### src/rtl/csr_trap_ctrl.sv
// Machine-mode trap sequencer: qualifies interrupts, walks the CSR write port
// through mepc/mcause/mstatus on trap entry or MRET, then redirects fetch.
//
// state   | meaning
// IDLE    | waiting for a qualified interrupt or MRET
// T_EPC   | writing mepc with the trapped PC
// T_CAUSE | writing mcause
// T_STAT  | writing mstatus (MPIE<=MIE, MIE<=0, MPP<=M)
// MRET_ST | writing mstatus (MIE<=MPIE, MPIE<=1, MPP<=M)
// REDIR   | one-cycle redirect pulse to fetch
module csr_trap_ctrl #(
  parameter int DW    = 32,
  parameter int ADDRW = 12
) (
  input  logic             clk_i,
  input  logic             rst_i,
  input  logic             irq_ext_i,
  input  logic             irq_timer_i,
  input  logic             instr_valid_i,
  input  logic [DW-1:0]    pc_i,
  input  logic             is_mret_i,
  input  logic [DW-1:0]    mstatus_i,
  input  logic [DW-1:0]    mie_i,
  input  logic [DW-1:0]    mtvec_i,
  input  logic [DW-1:0]    mepc_i,
  output logic             csr_we_o,
  output logic [ADDRW-1:0] csr_addr_o,
  output logic [DW-1:0]    csr_wdata_o,
  output logic [DW-1:0]    mip_o,
  output logic             busy_o,
  output logic             redirect_o,
  output logic [DW-1:0]    redirect_pc_o
);

  typedef enum logic [2:0] {
    IDLE    = 3'd0,
    T_EPC   = 3'd1,
    T_CAUSE = 3'd2,
    T_STAT  = 3'd3,
    MRET_ST = 3'd4,
    REDIR   = 3'd5
  } state_t;

  localparam logic [ADDRW-1:0] A_MSTATUS = ADDRW'(12'h300);
  localparam logic [ADDRW-1:0] A_MEPC    = ADDRW'(12'h341);
  localparam logic [ADDRW-1:0] A_MCAUSE  = ADDRW'(12'h342);
  localparam logic [DW-1:0]    C_EXT     = {1'b1, {(DW-6){1'b0}}, 5'h0B};
  localparam logic [DW-1:0]    C_TMR     = {1'b1, {(DW-6){1'b0}}, 5'h07};

  state_t           r_state;
  logic             r_ext_ff1;
  logic             r_ext_s;
  logic [DW-1:0]    r_pc_q;
  logic [DW-1:0]    r_cause_q;
  logic             r_mret_q;
  logic             r_we;
  logic [ADDRW-1:0] r_addr;
  logic [DW-1:0]    r_wdata;
  logic             r_redirect;
  logic [DW-1:0]    r_redirect_pc;

  logic             w_ext_p;
  logic             w_tmr_p;
  logic             w_take;
  logic [DW-1:0]    w_trap_stat;
  logic [DW-1:0]    w_mret_stat;
  logic [DW-1:0]    w_tvec_base;
  logic [DW-1:0]    w_redir_tgt;
  logic             w_unused;

  assign w_ext_p = r_ext_s & mie_i[11];
  assign w_tmr_p = irq_timer_i & mie_i[7];
  assign w_take  = (w_ext_p | w_tmr_p) & mstatus_i[3];

  always_comb begin
    w_trap_stat        = mstatus_i;
    w_trap_stat[7]     = mstatus_i[3];
    w_trap_stat[3]     = 1'b0;
    w_trap_stat[12:11] = 2'b11;
    w_mret_stat        = mstatus_i;
    w_mret_stat[3]     = mstatus_i[7];
    w_mret_stat[7]     = 1'b1;
    w_mret_stat[12:11] = 2'b11;
  end

  // Vectored mode offsets by cause*4; any other mode value falls back to direct.
  assign w_tvec_base = {mtvec_i[DW-1:2], 2'b00};
  always_comb begin
    w_redir_tgt = w_tvec_base;
    if (r_mret_q)
      w_redir_tgt = mepc_i;
    else if (mtvec_i[1:0] == 2'b01)
      w_redir_tgt = w_tvec_base + {{(DW-7){1'b0}}, r_cause_q[4:0], 2'b00};
  end

  always_ff @(posedge clk_i or posedge rst_i) begin
    if (rst_i) begin
      r_ext_ff1 <= 1'b0;
      r_ext_s   <= 1'b0;
    end else begin
      r_ext_ff1 <= irq_ext_i;
      r_ext_s   <= r_ext_ff1;
    end
  end

  // Outputs are registered on entry to each state so they line up with it.
  always_ff @(posedge clk_i or posedge rst_i) begin
    if (rst_i) begin
      r_state       <= IDLE;
      r_pc_q        <= '0;
      r_cause_q     <= '0;
      r_mret_q      <= 1'b0;
      r_we          <= 1'b0;
      r_addr        <= '0;
      r_wdata       <= '0;
      r_redirect    <= 1'b0;
      r_redirect_pc <= '0;
    end else begin
      case (r_state)
        IDLE: begin
          r_we          <= 1'b0;
          r_addr        <= '0;
          r_wdata       <= '0;
          r_redirect    <= 1'b0;
          r_redirect_pc <= '0;
          if (instr_valid_i && is_mret_i) begin
            r_state  <= MRET_ST;
            r_mret_q <= 1'b1;
            r_we     <= 1'b1;
            r_addr   <= A_MSTATUS;
            r_wdata  <= w_mret_stat;
          end else if (w_take && instr_valid_i) begin
            r_state   <= T_EPC;
            r_pc_q    <= pc_i;
            r_cause_q <= w_ext_p ? C_EXT : C_TMR;
            r_we      <= 1'b1;
            r_addr    <= A_MEPC;
            r_wdata   <= pc_i;
          end
        end
        T_EPC: begin
          r_state <= T_CAUSE;
          r_addr  <= A_MCAUSE;
          r_wdata <= r_cause_q;
        end
        T_CAUSE: begin
          r_state <= T_STAT;
          r_addr  <= A_MSTATUS;
          r_wdata <= w_trap_stat;
        end
        T_STAT, MRET_ST: begin
          r_state       <= REDIR;
          r_we          <= 1'b0;
          r_addr        <= '0;
          r_wdata       <= '0;
          r_redirect    <= 1'b1;
          r_redirect_pc <= w_redir_tgt;
        end
        REDIR: begin
          r_state       <= IDLE;
          r_mret_q      <= 1'b0;
          r_redirect    <= 1'b0;
          r_redirect_pc <= '0;
        end
        default: r_state <= IDLE;
      endcase
    end
  end

  assign csr_we_o      = r_we;
  assign csr_addr_o    = r_addr;
  assign csr_wdata_o   = r_wdata;
  assign redirect_o    = r_redirect;
  assign redirect_pc_o = r_redirect_pc;
  assign busy_o        = (r_state != IDLE);
  assign mip_o         = {{(DW-12){1'b0}}, r_ext_s, 11'b0}
                       | {{(DW-8){1'b0}}, irq_timer_i, 7'b0};

  assign w_unused = ^{mie_i[DW-1:12], mie_i[10:8], mie_i[6:0], r_pc_q};

endmodule

### config.mk
export PLATFORM = sky130hd
export DESIGN_NAME = csr_trap_ctrl
export DESIGN_NICKNAME = d
export VERILOG_FILES = /design/src/rtl/csr_trap_ctrl.sv
export SDC_FILE = /design/constraint.sdc
export NUM_CORES = 1
export LEC_CHECK = 0
export BUFFER_PORTS_ARGS = -buffer_cell sky130_fd_sc_hd__clkbuf_2
export CELL_PAD_IN_SITES_DETAIL_PLACEMENT = 1
export CELL_PAD_IN_SITES_GLOBAL_PLACEMENT = 1
export CORE_MARGIN = 2
export CORE_UTILIZATION = 31
export DETAILED_ROUTE_END_ITERATION = 7
export PLACE_DENSITY = 0.86
export SYNTH_ARGS = -nofsm -noshare
export SYNTH_HDL_FRONTEND = slang
export SYNTH_SLANG_ARGS = --single-unit
export TNS_END_PERCENT = 100
### constraint.sdc
create_clock -name clk_i -period 2.63 [get_ports clk_i]
set_clock_uncertainty 0.1 [all_clocks]
set_input_delay 0.263 -clock clk_i [delete_from_list [all_inputs] [get_ports clk_i]]
set_output_delay 0.263 -clock clk_i [all_outputs]
set_load 0.005 [all_outputs]
==> results.md <==
* Outcome: complete, no violations
* Grt total ovfl at 0
* Crit path launch type: register
* Drt total wl at 15300 µm
* Vias at 4424
* Initial Util at 32.0%
* Clock Sinks at 79
* Slowest CP cell: a2111o_1
* Crit path max fanout at 5
* First-pass GRT wire length at 24400 µm
* Combinational power share at 41.1%
* H-tree depth at 3
* Asr flop ratio synth at 100%
* Routed WL per cell at 17.9 µm
* Root buf cell: clkbuf_16
* Num rows at 43
* Sequential area share after synthesis at 44.0%
* Maximum vdd drop at 0.410 mV
* Largest net degree at the start of global routing at 46
* Detailed Routing Iterations Pass 1 at 6
* Vias in the first global route at 4638
* Final Critical Period at 2.50 ns
* Yosys Warn Count at 0
* All-Layer GR Usage at 19.7%
* Setup TNS at 0 ns
* Worst-Margin Slew at 0.620 ns
* RSZ-0062 raised after global routing: no
* Final setup fails at 0
* Pleak at 3.11 nW
* CP bufs+invs at 1
* Critical-path cell list: ha_1, inv_1, fa_1, nand2b_4, a2111o_1, nor4_2, xnor2_1, o21ai_1
* Data required, critical path at 2.73 ns
* Crit. End Element: register
* Final core occ at 42.5%
* Final Max Slew Viols at 0
* CTS tree: yes
* Sw Share at 38.4%
* Number of flops mapped to enable cells by yosys at 0
* Top FF cell, synth: dfrtp_1
* Routability-driven placement congestion ratio at 0.818
* Avg Cell Area, Syn at 9.58 µm²
* Critical path type: reg -> reg
* Hold Crit Class: in -> reg
* Pwr dens at 974 mW/mm²
* Vias per cell at 5.18
* CTS max path bufs at 2
* Crit share post-route at 95.1%
* Max Cap Viol at 0
* I/O Buffers at 207
* Cell taking the most area after synthesis: dfrtp_1
* Core area at 0.0140 mm²
* ANT nets after route at 0
* Layout cell share with drive strength beyond 1 at 37.1%
* Mapped cell area at 0.00449 mm²
* Ports at 277
* FMAX at 400 MHz
* Chip Width at 124 µm
* Sequential power share at 34.5%
* Remaining DRCs at 0
* Die H at 124 µm
* Delay-heaviest family, CP: compound AO/OA/AOI/OAI gates
* Clock transition at path regs at 0.06 ns
* Dominant cells by area after synthesis: dfrtp_1 44%, buf_4 6.7%, a222oi_1 5.3%, a22oi_1 4.0%, o21ai_0 3.9%
* Cell variety after synth at 54
* Synth-to-layout area growth at 32.9%
* FF+latch count, synth at 79
* Cell Int Power at 3.58 mW
* Number of diodes at 0
* Final nets at 841
* Postcts setup bufs at 0
* Clk Latency, worst-skew pair at 0.34 ns
* Die ar. at 0.0155 mm²
* Filler cells at 1707
* Final hold vios at 0
* Clk network pwr share at 24.5%
* Total power at 5.81 mW
* Net switching power at 2.23 mW
* Arrival time at the worst endpoint at 2.60 ns
* Drt initial violations at 287
* Share of the synthesized area in the top cell type at 44.0%
* Mapped Cells at 469
* Max-Slew Margin vs Limit at 58.6%
* CP peak stage delay at 0.51 ns
* Initial antenna violation count at 1
* Num CTS Buffers at 9
* Post-DP HPWL at 11600 µm
[cells by family (layout without fill, tap and decap cells)]
kind of cell,Yosys count,after routing,synth area share [%]
XOR/XNOR,26,26,5.07
adder cells (fa/ha/maj),5,5,1.56
flip-flops,79,79,44.0
other,1,37,0.0835
buffers and inverters,101,270,12.1
AND/OR/NAND/NOR,113,113,14.4
AO/OA/AOI/OAI,141,141,22.2
multiplexers,3,3,0.669
[tightest hold or removal path, stage by stage]
cell and delay [ns]:
clkbuf_2 0.07, nand2_1 0.04, nand2_1 0.04
[registers in the layout, indices dropped and copies added (netlist names), 3 cells and up]
signal and flops:
csr_wdata_o 32, redirect_pc_o 32, csr_addr_o 4, r_cause_q 3, r_state 3
[per-stage QoR]
| step | std cells | hold slack [ns] | setup WS, ns | area (µm²) |
|---|---|---|---|---|
| CTS | 854 | 0.00273 | 0.0455 | 5950 |
| finish | 854 | 0.0178 | 0.130 | 5970 |
| global route | 854 | 0.0194 | 0.0286 | 5970 |
| global placement | 837 | 0.244 | 0.123 | 5600 |
| detailed placement | 837 | 0.254 | 0.0606 | 5600 |
| floorplan | 505 | 0.194 | 0.244 | 4630 |
[routing by layer]
layer	up-vias	share of wire (%)	global-route usage, %
li1	2040	-	-
met1	2149	41	24.0
met2	209	49	33.5
met3	24	7.2	4.51
met4	2	2.2	7.93
met5	-	0.085	0
[Yosys cell counts, drive strengths merged, types with 4 or more instances]
master  count
a21oi      19
a221oi      5
a222oi     24
a22oi      24
and2        4
and3        5
and4        4
buf        50
clkbuf     16
dfrtp      79
ha          4
inv        35
nand2      28
nand2b      7
nand3      11
nand4      14
nor2       16
nor2b       5
nor3        6
o21ai      46
o31ai       4
xnor2      11
xor2       15
[final cells by class]
type                       instances  area [µm²]  share of cell area, %
tap                              180         225                   3.77
sequential                        79        1980                   33.1
multi-input combinational        325        2140                   35.9
clock inverter                     4        95.1                   1.59
inverter                          35         133                   2.22
timing repair buffer             220        1160                   19.5
clock buffer                      11         233                   3.90
[power by group through the flow]
| stage | combinational, mW | clock, mW | sequential (mW) |
|---|---|---|---|
| final | 2.39 | 1.42 | 2.00 |
| after global routing | 2.68 | 1.51 | 2.07 |
| after CTS | 2.41 | 1.46 | 2.00 |
| after detailed placement | 2.40 | 0 | 2.01 |
| after global placement | 2.30 | 0 | 2.00 |
| after floorplan | 1.45 | 0 | 1.92 |
[cells in the final DEF, fill, tap and decap left out, types with 2 or more instances in the layout]
cell type      count
nor3_1             4
nor4b_2            3
nor2_1            14
nand4_1           14
nor2b_1            4
inv_1             34
xnor2_1           10
clkbuf_1           2
clkbuf_16          9
a21o_1             3
nand3_1           11
and2_1             4
clkbuf_2         207
xor2_1            15
and3_1             5
a211oi_1           2
conb_1            37
a222oi_1          24
a221oi_1           5
o21ai_1           11
clkinv_2           2
buf_4              9
nand2b_1           5
dlygate4sd3_1      2
nor2_2             2
a22o_1             3
a21oi_1           19
o31ai_1            4
or2_1              2
o21ai_0           35
ha_1               4
mux2i_1            3
nor4_2             2
buf_12             2
and4_1             3
nor3_2             2
a22oi_1           24
bufinv_16          3
nand2_1           28
dfrtp_1           79
[path summary, 6_finish.rpt]
kind / slack [ns] / cells past startpoint / from / to
setup / recovery: 0.13 / 8 / r_cause_q[1] / redirect_pc_o[20]
hold / removal: 0.02 / 3 / pc_i[31] / csr_wdata_o[31]
setup reg to reg: 0.13 / 8 / r_cause_q[1] / redirect_pc_o[20]
hold reg to reg: 0.29 / 0 / r_ext_ff1 / r_ext_s
max in group asynchronous: 1.34 / 4 / rst_i / redirect_pc_o[0]
min in group asynchronous: 0.42 / 3 / rst_i / csr_wdata_o[26]
[timing repair]
item	in CTS	in global routing
setup endpoints to repair	0	13
hold buffers	2	0
hold endpoints to repair	35	0
gates resized for setup	0	4
Power figures use the tool's default switching activity.
